`src/rtl/spi_host_ctrl.sv`:
```
// spi_host_ctrl: mode-0 SPI initiator running one 16-bit {addr[6:0], rw, data[7:0]} frame per request.
// Define SPI_ABORT_EN to add the 'abort' input that cancels an in-flight frame.
module spi_host_ctrl #(
  parameter int CLK_DIV     = 2,
  parameter int READ_GAP    = 2,
  parameter int TAIL_CYCLES = 1
) (
  input  logic       clk,
  input  logic       reset_n,
  input  logic       start,
  input  logic       rw,
  input  logic [6:0] addr,
  input  logic [7:0] wdata,
`ifdef SPI_ABORT_EN
  input  logic       abort,
`endif
  output logic       busy,
  output logic       done,
  output logic [7:0] rdata,
  output logic       s_clk,
  output logic       cs,
  output logic       mosi,
  input  logic       miso
);

  localparam int DIV_W = (CLK_DIV > 1) ? $clog2(CLK_DIV) : 1;
  localparam logic [DIV_W-1:0] DIV_LAST = DIV_W'(CLK_DIV - 1);

  typedef enum logic [2:0] {
    IDLE, SETUP, ADDR, GAP, WDATA, RDATA, TAIL, DESEL
  } state_t;

  state_t           state;
  state_t           next_state;
  logic [DIV_W-1:0] div_cnt;
  logic [4:0]       bit_cnt;
  logic [4:0]       periods;
  logic [14:0]      tx_shift;
  logic [7:0]       rx_shift;
  logic             rw_q;
  logic             aborted;
  logic             tick;
  logic             phase_done;
  logic             abort_req;

`ifdef SPI_ABORT_EN
  assign abort_req = abort && (state != IDLE) && (state != DESEL);
`else
  assign abort_req = 1'b0;
`endif

  // A state ends on the rising-edge tick after its last falling edge, so the
  // low half of every final period is kept before the next state begins.
  always_comb begin
    tick       = (div_cnt == DIV_LAST);
    periods    = 5'd0;
    next_state = DESEL;
    case (state)
      ADDR, WDATA, RDATA: periods = 5'd8;
      GAP:                periods = 5'(READ_GAP);
      TAIL:               periods = 5'(TAIL_CYCLES);
      default:            periods = 5'd0;
    endcase
    phase_done = (bit_cnt == periods);
    case (state)
      SETUP:   next_state = ADDR;
      ADDR:    next_state = rw_q ? ((READ_GAP > 0) ? GAP : RDATA) : WDATA;
      GAP:     next_state = RDATA;
      WDATA:   next_state = (TAIL_CYCLES > 0) ? TAIL : DESEL;
      default: next_state = DESEL;
    endcase
  end

  always_ff @(posedge clk or negedge reset_n) begin
    if (!reset_n) begin
      state    <= IDLE;
      busy     <= 1'b0;
      done     <= 1'b0;
      rdata    <= 8'h00;
      s_clk    <= 1'b0;
      cs       <= 1'b1;
      mosi     <= 1'b0;
      div_cnt  <= '0;
      bit_cnt  <= 5'd0;
      tx_shift <= 15'h0000;
      rx_shift <= 8'h00;
      rw_q     <= 1'b0;
      aborted  <= 1'b0;
    end else begin
      done <= 1'b0;
      if (abort_req) begin
        state   <= DESEL;
        s_clk   <= 1'b0;
        cs      <= 1'b1;
        mosi    <= 1'b0;
        div_cnt <= '0;
        bit_cnt <= 5'd0;
        aborted <= 1'b1;
      end else if (state == IDLE) begin
        // A start seen while done is still high belongs to the finished frame.
        if (start && !done) begin
          state    <= SETUP;
          busy     <= 1'b1;
          cs       <= 1'b0;
          mosi     <= addr[6];
          tx_shift <= {addr[5:0], rw, wdata};
          rw_q     <= rw;
          div_cnt  <= '0;
          bit_cnt  <= 5'd0;
          aborted  <= 1'b0;
        end
      end else begin
        div_cnt <= tick ? '0 : div_cnt + 1'b1;
        if (tick) begin
          if (state == DESEL) begin
            state <= IDLE;
            busy  <= 1'b0;
            done  <= 1'b1;
            if (rw_q && !aborted) rdata <= rx_shift;
          end else if (s_clk) begin
            s_clk   <= 1'b0;
            bit_cnt <= bit_cnt + 5'd1;
            case (state)
              ADDR: begin
                tx_shift <= {tx_shift[13:0], 1'b0};
                mosi     <= (rw_q && bit_cnt == 5'd7) ? 1'b0 : tx_shift[14];
              end
              WDATA: begin
                tx_shift <= {tx_shift[13:0], 1'b0};
                mosi     <= tx_shift[14];
              end
              default: mosi <= 1'b0;
            endcase
          end else if (phase_done) begin
            state   <= next_state;
            bit_cnt <= 5'd0;
            if (next_state == DESEL) cs <= 1'b1;
            else s_clk <= 1'b1;
            if (next_state == RDATA) rx_shift <= {rx_shift[6:0], miso};
          end else begin
            s_clk <= 1'b1;
            if (state == RDATA) rx_shift <= {rx_shift[6:0], miso};
          end
        end
      end
    end
  end

endmodule
```
`config.mk`:
```
export PLATFORM = sky130hd
export DESIGN_NAME = spi_host_ctrl
export DESIGN_NICKNAME = d
export VERILOG_FILES = /design/src/rtl/spi_host_ctrl.sv
export SDC_FILE = /design/constraint.sdc
export NUM_CORES = 1
export LEC_CHECK = 0
export ABC_AREA = 0
export ABC_CLOCK_PERIOD_IN_PS = 3360
export CAP_MARGIN = 30
export CORE_UTILIZATION = 25
export DETAILED_ROUTE_END_ITERATION = 6
export SYNTH_ARGS = -nofsm -noshare
export SYNTH_HDL_FRONTEND = slang
export SYNTH_SLANG_ARGS = --single-unit
```
`constraint.sdc`:
```
create_clock -name clk -period 3.36 [get_ports clk]
set_clock_uncertainty 0.2 [all_clocks]
set_input_delay 0.336 -clock clk [delete_from_list [all_inputs] [get_ports clk]]
set_output_delay 0.336 -clock clk [all_outputs]
set_load 0.005 [all_outputs]
```
======== Yosys cells after proc, flatten, opt, wreduce, memory -nomap -nowiden ========
Cells that the tools add are included.
operators by class
  add/sub/neg operators ................... 2
  reductions and logical operators ........ 25
  multiplexer cells ....................... 50
  bitwise gates (word level) .............. 3
  equal/unequal tests ..................... 16
operator list
  kind                 number
  $mux 15              6
  $mux 5               6
  $mux 1               25
  $mux 8               3
  $mux 3               7
  $eq 3x3->1 const B   6
  $reduce_and 4->1     4
  $reduce_bool 2->1    7
  $pmux 3 s4           1
  $pmux 4 s3           1
  $reduce_and 6->1     2
  $eq 3x2->1 const B   2
  $ne 2x1->1 const B   3
  $reduce_and 3->1     2
  $reduce_bool 3->1    2
  $add 5x1->5 const B  1
  $eq 5x3->1 const B   1
  $eq 5x5->1           1
  $reduce_and 5->1     1
  $eq 3x1->1 const B   1
  $logic_not 3->1      1
  $ne 3x1->1 const B   1
  $not 1->1            3
  $reduce_or 3->1      1
  other kinds (7)      8
word-level totals
  register bits ........................... 46
  bits of input ports ..................... 20
  logic and storage cells ................. 108
  output and inout bits ................... 13

======== Depth between registers and ports, before layout ========
  word-level depth ........................ 9
  mapped depth ............................ 9
  gate-level depth less buffers ........... 5

======== Least setup slack after synthesis ========
Ideal clock, no wire load.
  path kind ............................... flip-flop to flip-flop
  start ................................... reg bit_cnt[3]
  end ..................................... reg rx_shift[0]
  required time ........................... 3.035 ns
  path buffers ............................ 1
  cell stages (with the launch flop) ...... 7
  setup time .............................. 0.125 ns
  slack ................................... 1.217 ns
  clock period less this slack ............ 2.143 ns
  arrival time ............................ 1.818 ns
  cells stage by stage .................... dfrtp_1 buf_4 xnor2_1 a221oi_1 o21bai_2 mux2i_4 mux2_2
between the ends
  cells in the longest elaborated chain, start to end .. 3
  elaborated cells between the ends (all ways) .. 5
  those cells by class .................... eq/ne (2); mux (1); reduce/logical (2)
ends and longest elaborated chain
  item                                                       line  RTL
  start: declaration                                         36    logic [4:0] bit_cnt;
  start signal: assignment                                   122   bit_cnt <= bit_cnt + 5'd1;
  $eq 5x5->1 (*)                                             64    phase_done = (bit_cnt == periods);
  $ne 2x1->1 (no line) or $reduce_bool 2->1 (tied branches)  --
  $reduce_and 6->1 (no line)                                 --
  end signal: assignment                                     139   if (next_state == RDATA) rx_shift <= {rx_shift[6:0], miso};
  end signal: assignment                                     142   if (state == RDATA) rx_shift <= {rx_shift[6:0], miso};
  end: declaration                                           39    logic [7:0] rx_shift;
Every way passes the cells marked *; elsewhere a longest branch is shown, timed or not.
A chain may end at the register's enable or synchronous reset.

======== Worst setup path in the final report ========
  start ................................... reg state[2]
  end ..................................... reg rx_shift[2]
between the ends
  cells in the longest elaborated chain, start to end .. 6
  elaborated cells between the ends (all ways) .. 19
  those cells by class .................... eq/ne (10); mux (3); bitwise (2); reduce/logical (4)
ends and longest elaborated chain
  item                                                       line     RTL
  start: declaration                                         33       state_t state;
  start signal: assignment                                   135      state <= next_state;
  $eq 3x3->1 (tied with other cells)                         58, 142
  $reduce_or 3->1                                            58       case (state)
  $pmux 4 s3                                                 58
  $eq 5x5->1                                                 64
  $ne 2x1->1 (no line) or $reduce_bool 2->1 (tied branches)  --
  $reduce_and 6->1 (no line)                                 --
Parallel ways exist; a longest one is shown, timed or not.

==> reports/summary.txt <==
Netlist cell types - 50
CP Capture Type - register
register area share after synthesis - 49.68%
setup bufs post-CTS - 0
clock buffer depth - 2
crit path capture - rx_shift[2]
clock sinks - 46
Detail Route Antenna Nets - 0
DRC errors left - 0
final core utilization - 32.37%
R2R Setup Slk - 0.68 ns
hpwl dp - 3335 um
Post-Syn Nets - 243
Mapped Avg Cell Area - 10.45 um2
Critical Path Source - state[2]
drt total wl - 4613 um
NumNets Final - 272
combinational power share - 35.6%
Leak - 1.226 nW
yosys warns - 0
clock root cell - clkbuf_8
Chip Height - 98.33 um
kind of critical path - reg -> reg
final count of hold timing violations - 0
vias in the first global route - 1,701
total clock buffers created by CTS - 5
Die X - 98.33 um
FF+latch count, synth - 46
FILL cells - 923
Achievable Freq - 373.7 MHz
Netlist Area Pre-Place - 2320 um2
Area growth, synth to finish - 23.46%
max_cap viols - 0
Critical R2R Capture - rx_shift[2]
Vias/cell - 4.706
r2r startpoint - state[2]
worst-path fanout max - 23
placed cell count - 351
most common flop cell mapped by yosys - dfrtp_1
port buffer count - 32
setup TNS - 0 ns
Slew @ Worst Pin - 0.6856 ns
Seq pwr share - 43.4%
status - finished clean
H-Tree Depth - 2
P_int - 1.274 mW
WHS - 0.2864 ns
Core Rows - 34
Starting DRT DRC Count - 134
vias - 1,694
reg2reg path depth - 5
Ant. Diodes - 0
RePlAce Congestion - 0.7845
Relative slew margins - 54.29%
clock power share - 21.0%
CTS tree - yes
Mapped Cells - 222
Cell Area, Placed - 2738 um2
first-pass GRT wire length - 8307 um
arrival time worst endpoint - 2.67 ns
fin crit share - 79.64%
WP data required - 3.35 ns
initial antenna violation count - 0
Core Region - 8848 um2
Non-Filler Instances - 360
DR WL/cell - 12.81 um
Slew Viols, Final - 0
post-route cell area - 2864 um2
Die ar. - 9668 um2
Slowest cell on crit path - dfrtp_1
CP max stage delay - 0.64 ns
Worst setup SP type - register
# setup viols final - 0
share of layout cells above drive strength 1 - 14.29%
Async SR Flop Fraction - 100.0%
sw power - 0.7790 mW
Peak VDD IR - 0.0003708 V
Pwr Density - 716.7 nW/um2
Worst Hold Class - reg -> reg
EDFF count, synth - 0
RSZ-0062 raised after global routing - false
largest net degree at the start of global routing - 30
GRT Total Usage - 10.44%
sw frac - 37.95%
Top-Level Pins - 33
Initial DRT Pass Iterations - 4
Clock transition at path regs - 0.09 ns
Clk Latency, worst-skew pair - 0.30 ns
grt ovf - 0
post-layout minimum cycle time - 2.676 ns
initial core utilization - 26.22%
critical path, cell by cell - o21ba_2 -> a221oi_1 -> o21bai_2 -> mux2i_4 -> mux2_2
[cells in the final DEF, fill, tap and decap left out, drive strengths merged, types with 2 or more instances in the layout]
master / Yosys / layout
dfrtp: 45 / 45
clkdlybuf4s50: 0 / 31
nand2: 26 / 26
o21ai: 24 / 24
mux2: 17 / 17
mux2i: 17 / 17
nor2: 15 / 15
a21oi: 6 / 6
nor3: 6 / 6
inv: 4 / 6
nand3: 5 / 5
clkbuf: 6 / 5
buf: 8 / 4
nand2b: 3 / 3
xnor2: 3 / 3
o31ai: 3 / 3
or3: 2 / 2
nand3b: 2 / 2
nor3b: 2 / 2
a22oi: 2 / 2
o21a: 2 / 2
o311ai: 2 / 2
[worst min path at each step]
stage | from | end | slack (ns) | cells past startpoint
2_1_floorplan | reset_n | bit_cnt[0] | -0.16 | 0
3_3_place_gp | tx_shift[8] | tx_shift[8] | 0.26 | 2
3_5_place_dp | reset_n | bit_cnt[2] | 0.10 | 1
4_1_cts | tx_shift[8] | tx_shift[8] | 0.29 | 2
5_1_grt | tx_shift[4] | tx_shift[4] | 0.32 | 2
6_report | tx_shift[7] | tx_shift[7] | 0.29 | 2
[cells by family after synthesis]
group	synth area share, %
muxes	16.13
adders and majority gates	0.5393
and+or+nand+nor	14.08
xor gates and xnor gates	1.511
buffers and inverters	3.775
DFF	49.68
AOI/OAI and AO/OA	14.29
[power by group through the flow]
stage	Combinational [mW]	Clock [mW]	Sequential [mW]
after CTS	0.743	0.441	0.891
after floorplan	0.652	0	0.786
after global placement	0.725	0	0.895
after detailed placement	0.741	0	0.903
after global routing	0.836	0.463	0.920
final	0.730	0.431	0.891
[registers in the layout, summed over array words and instances (netlist names)]
register,cells
tx_shift,15
rdata,8
rx_shift,8
bit_cnt,5
state,3
busy,1
cs,1
div_cnt,1
done,1
mosi,1
rw_q,1
s_clk,1
[timing repair]
| action | 4_1_cts | 5_1_grt |
|---|---|---|
| endpoints found under the hold margin | 16 | 0 |
| resized for setup | 0 | 0 |
| hold buffers | 1 | 0 |
| setup endpoints to repair | 0 | 0 |
[synth_stat cells (all sizes together) (3+ instances only)]
cell / count / area share [%]
nor3: 6 / 1.3
a21oi: 6 / 1.3
mux2: 17 / 8.3
nand2b: 3 / 0.81
mux2i: 17 / 7.9
nor2: 15 / 2.5
xnor2: 3 / 1.1
buf: 8 / 2.2
nand2: 26 / 4.5
o31ai: 3 / 0.97
inv: 4 / 0.65
o21ai: 24 / 5.2
nand3: 5 / 1.1
clkbuf: 6 / 0.97
dfrtp: 45 / 49
[metal layers]
metal	track usage (%)	up-vias	part of all wire (%)
met1	14.13	809	47
met3	2.076	5	3.2
met5	0	-	0
met2	17.06	27	48
li1	-	853	-
met4	2.755	0	1.2
[layout make-up]
| cell class | count | area (um2) | share of cell area [%] |
|---|---|---|---|
| Clock buffer | 5 | 68.82 | 2.403 |
| Clock inverter | 3 | 47.55 | 1.660 |
| Inverter | 4 | 15.01 | 0.5242 |
| Multi-Input combinational cell | 158 | 1085 | 37.88 |
| Sequential cell | 46 | 1152 | 40.24 |
| Tap cell | 108 | 135.1 | 4.718 |
| Timing Repair Buffer | 36 | 360.3 | 12.58 |
[worst max-delay path, delay by kind of cell, from the launching register on]
family	cells	cell delay, ns
AO/OA/AOI/OAI	3	0.89
multiplexers	2	0.83
flip-flops	1	0.64
[stage by stage]
| stage | total power, mW | worst slack (ns) |
|---|---|---|
| 5_1_grt | 2.219 | 0.5392 |
| 3_3_place_gp | 1.620 | 0.7808 |
| 4_1_cts | 2.076 | 0.7019 |
| 2_1_floorplan | 1.438 | 1.217 |
| 3_5_place_dp | 1.643 | 0.7068 |
| 6_report | 2.053 | 0.6842 |
Power figures use the tool's default switching activity.
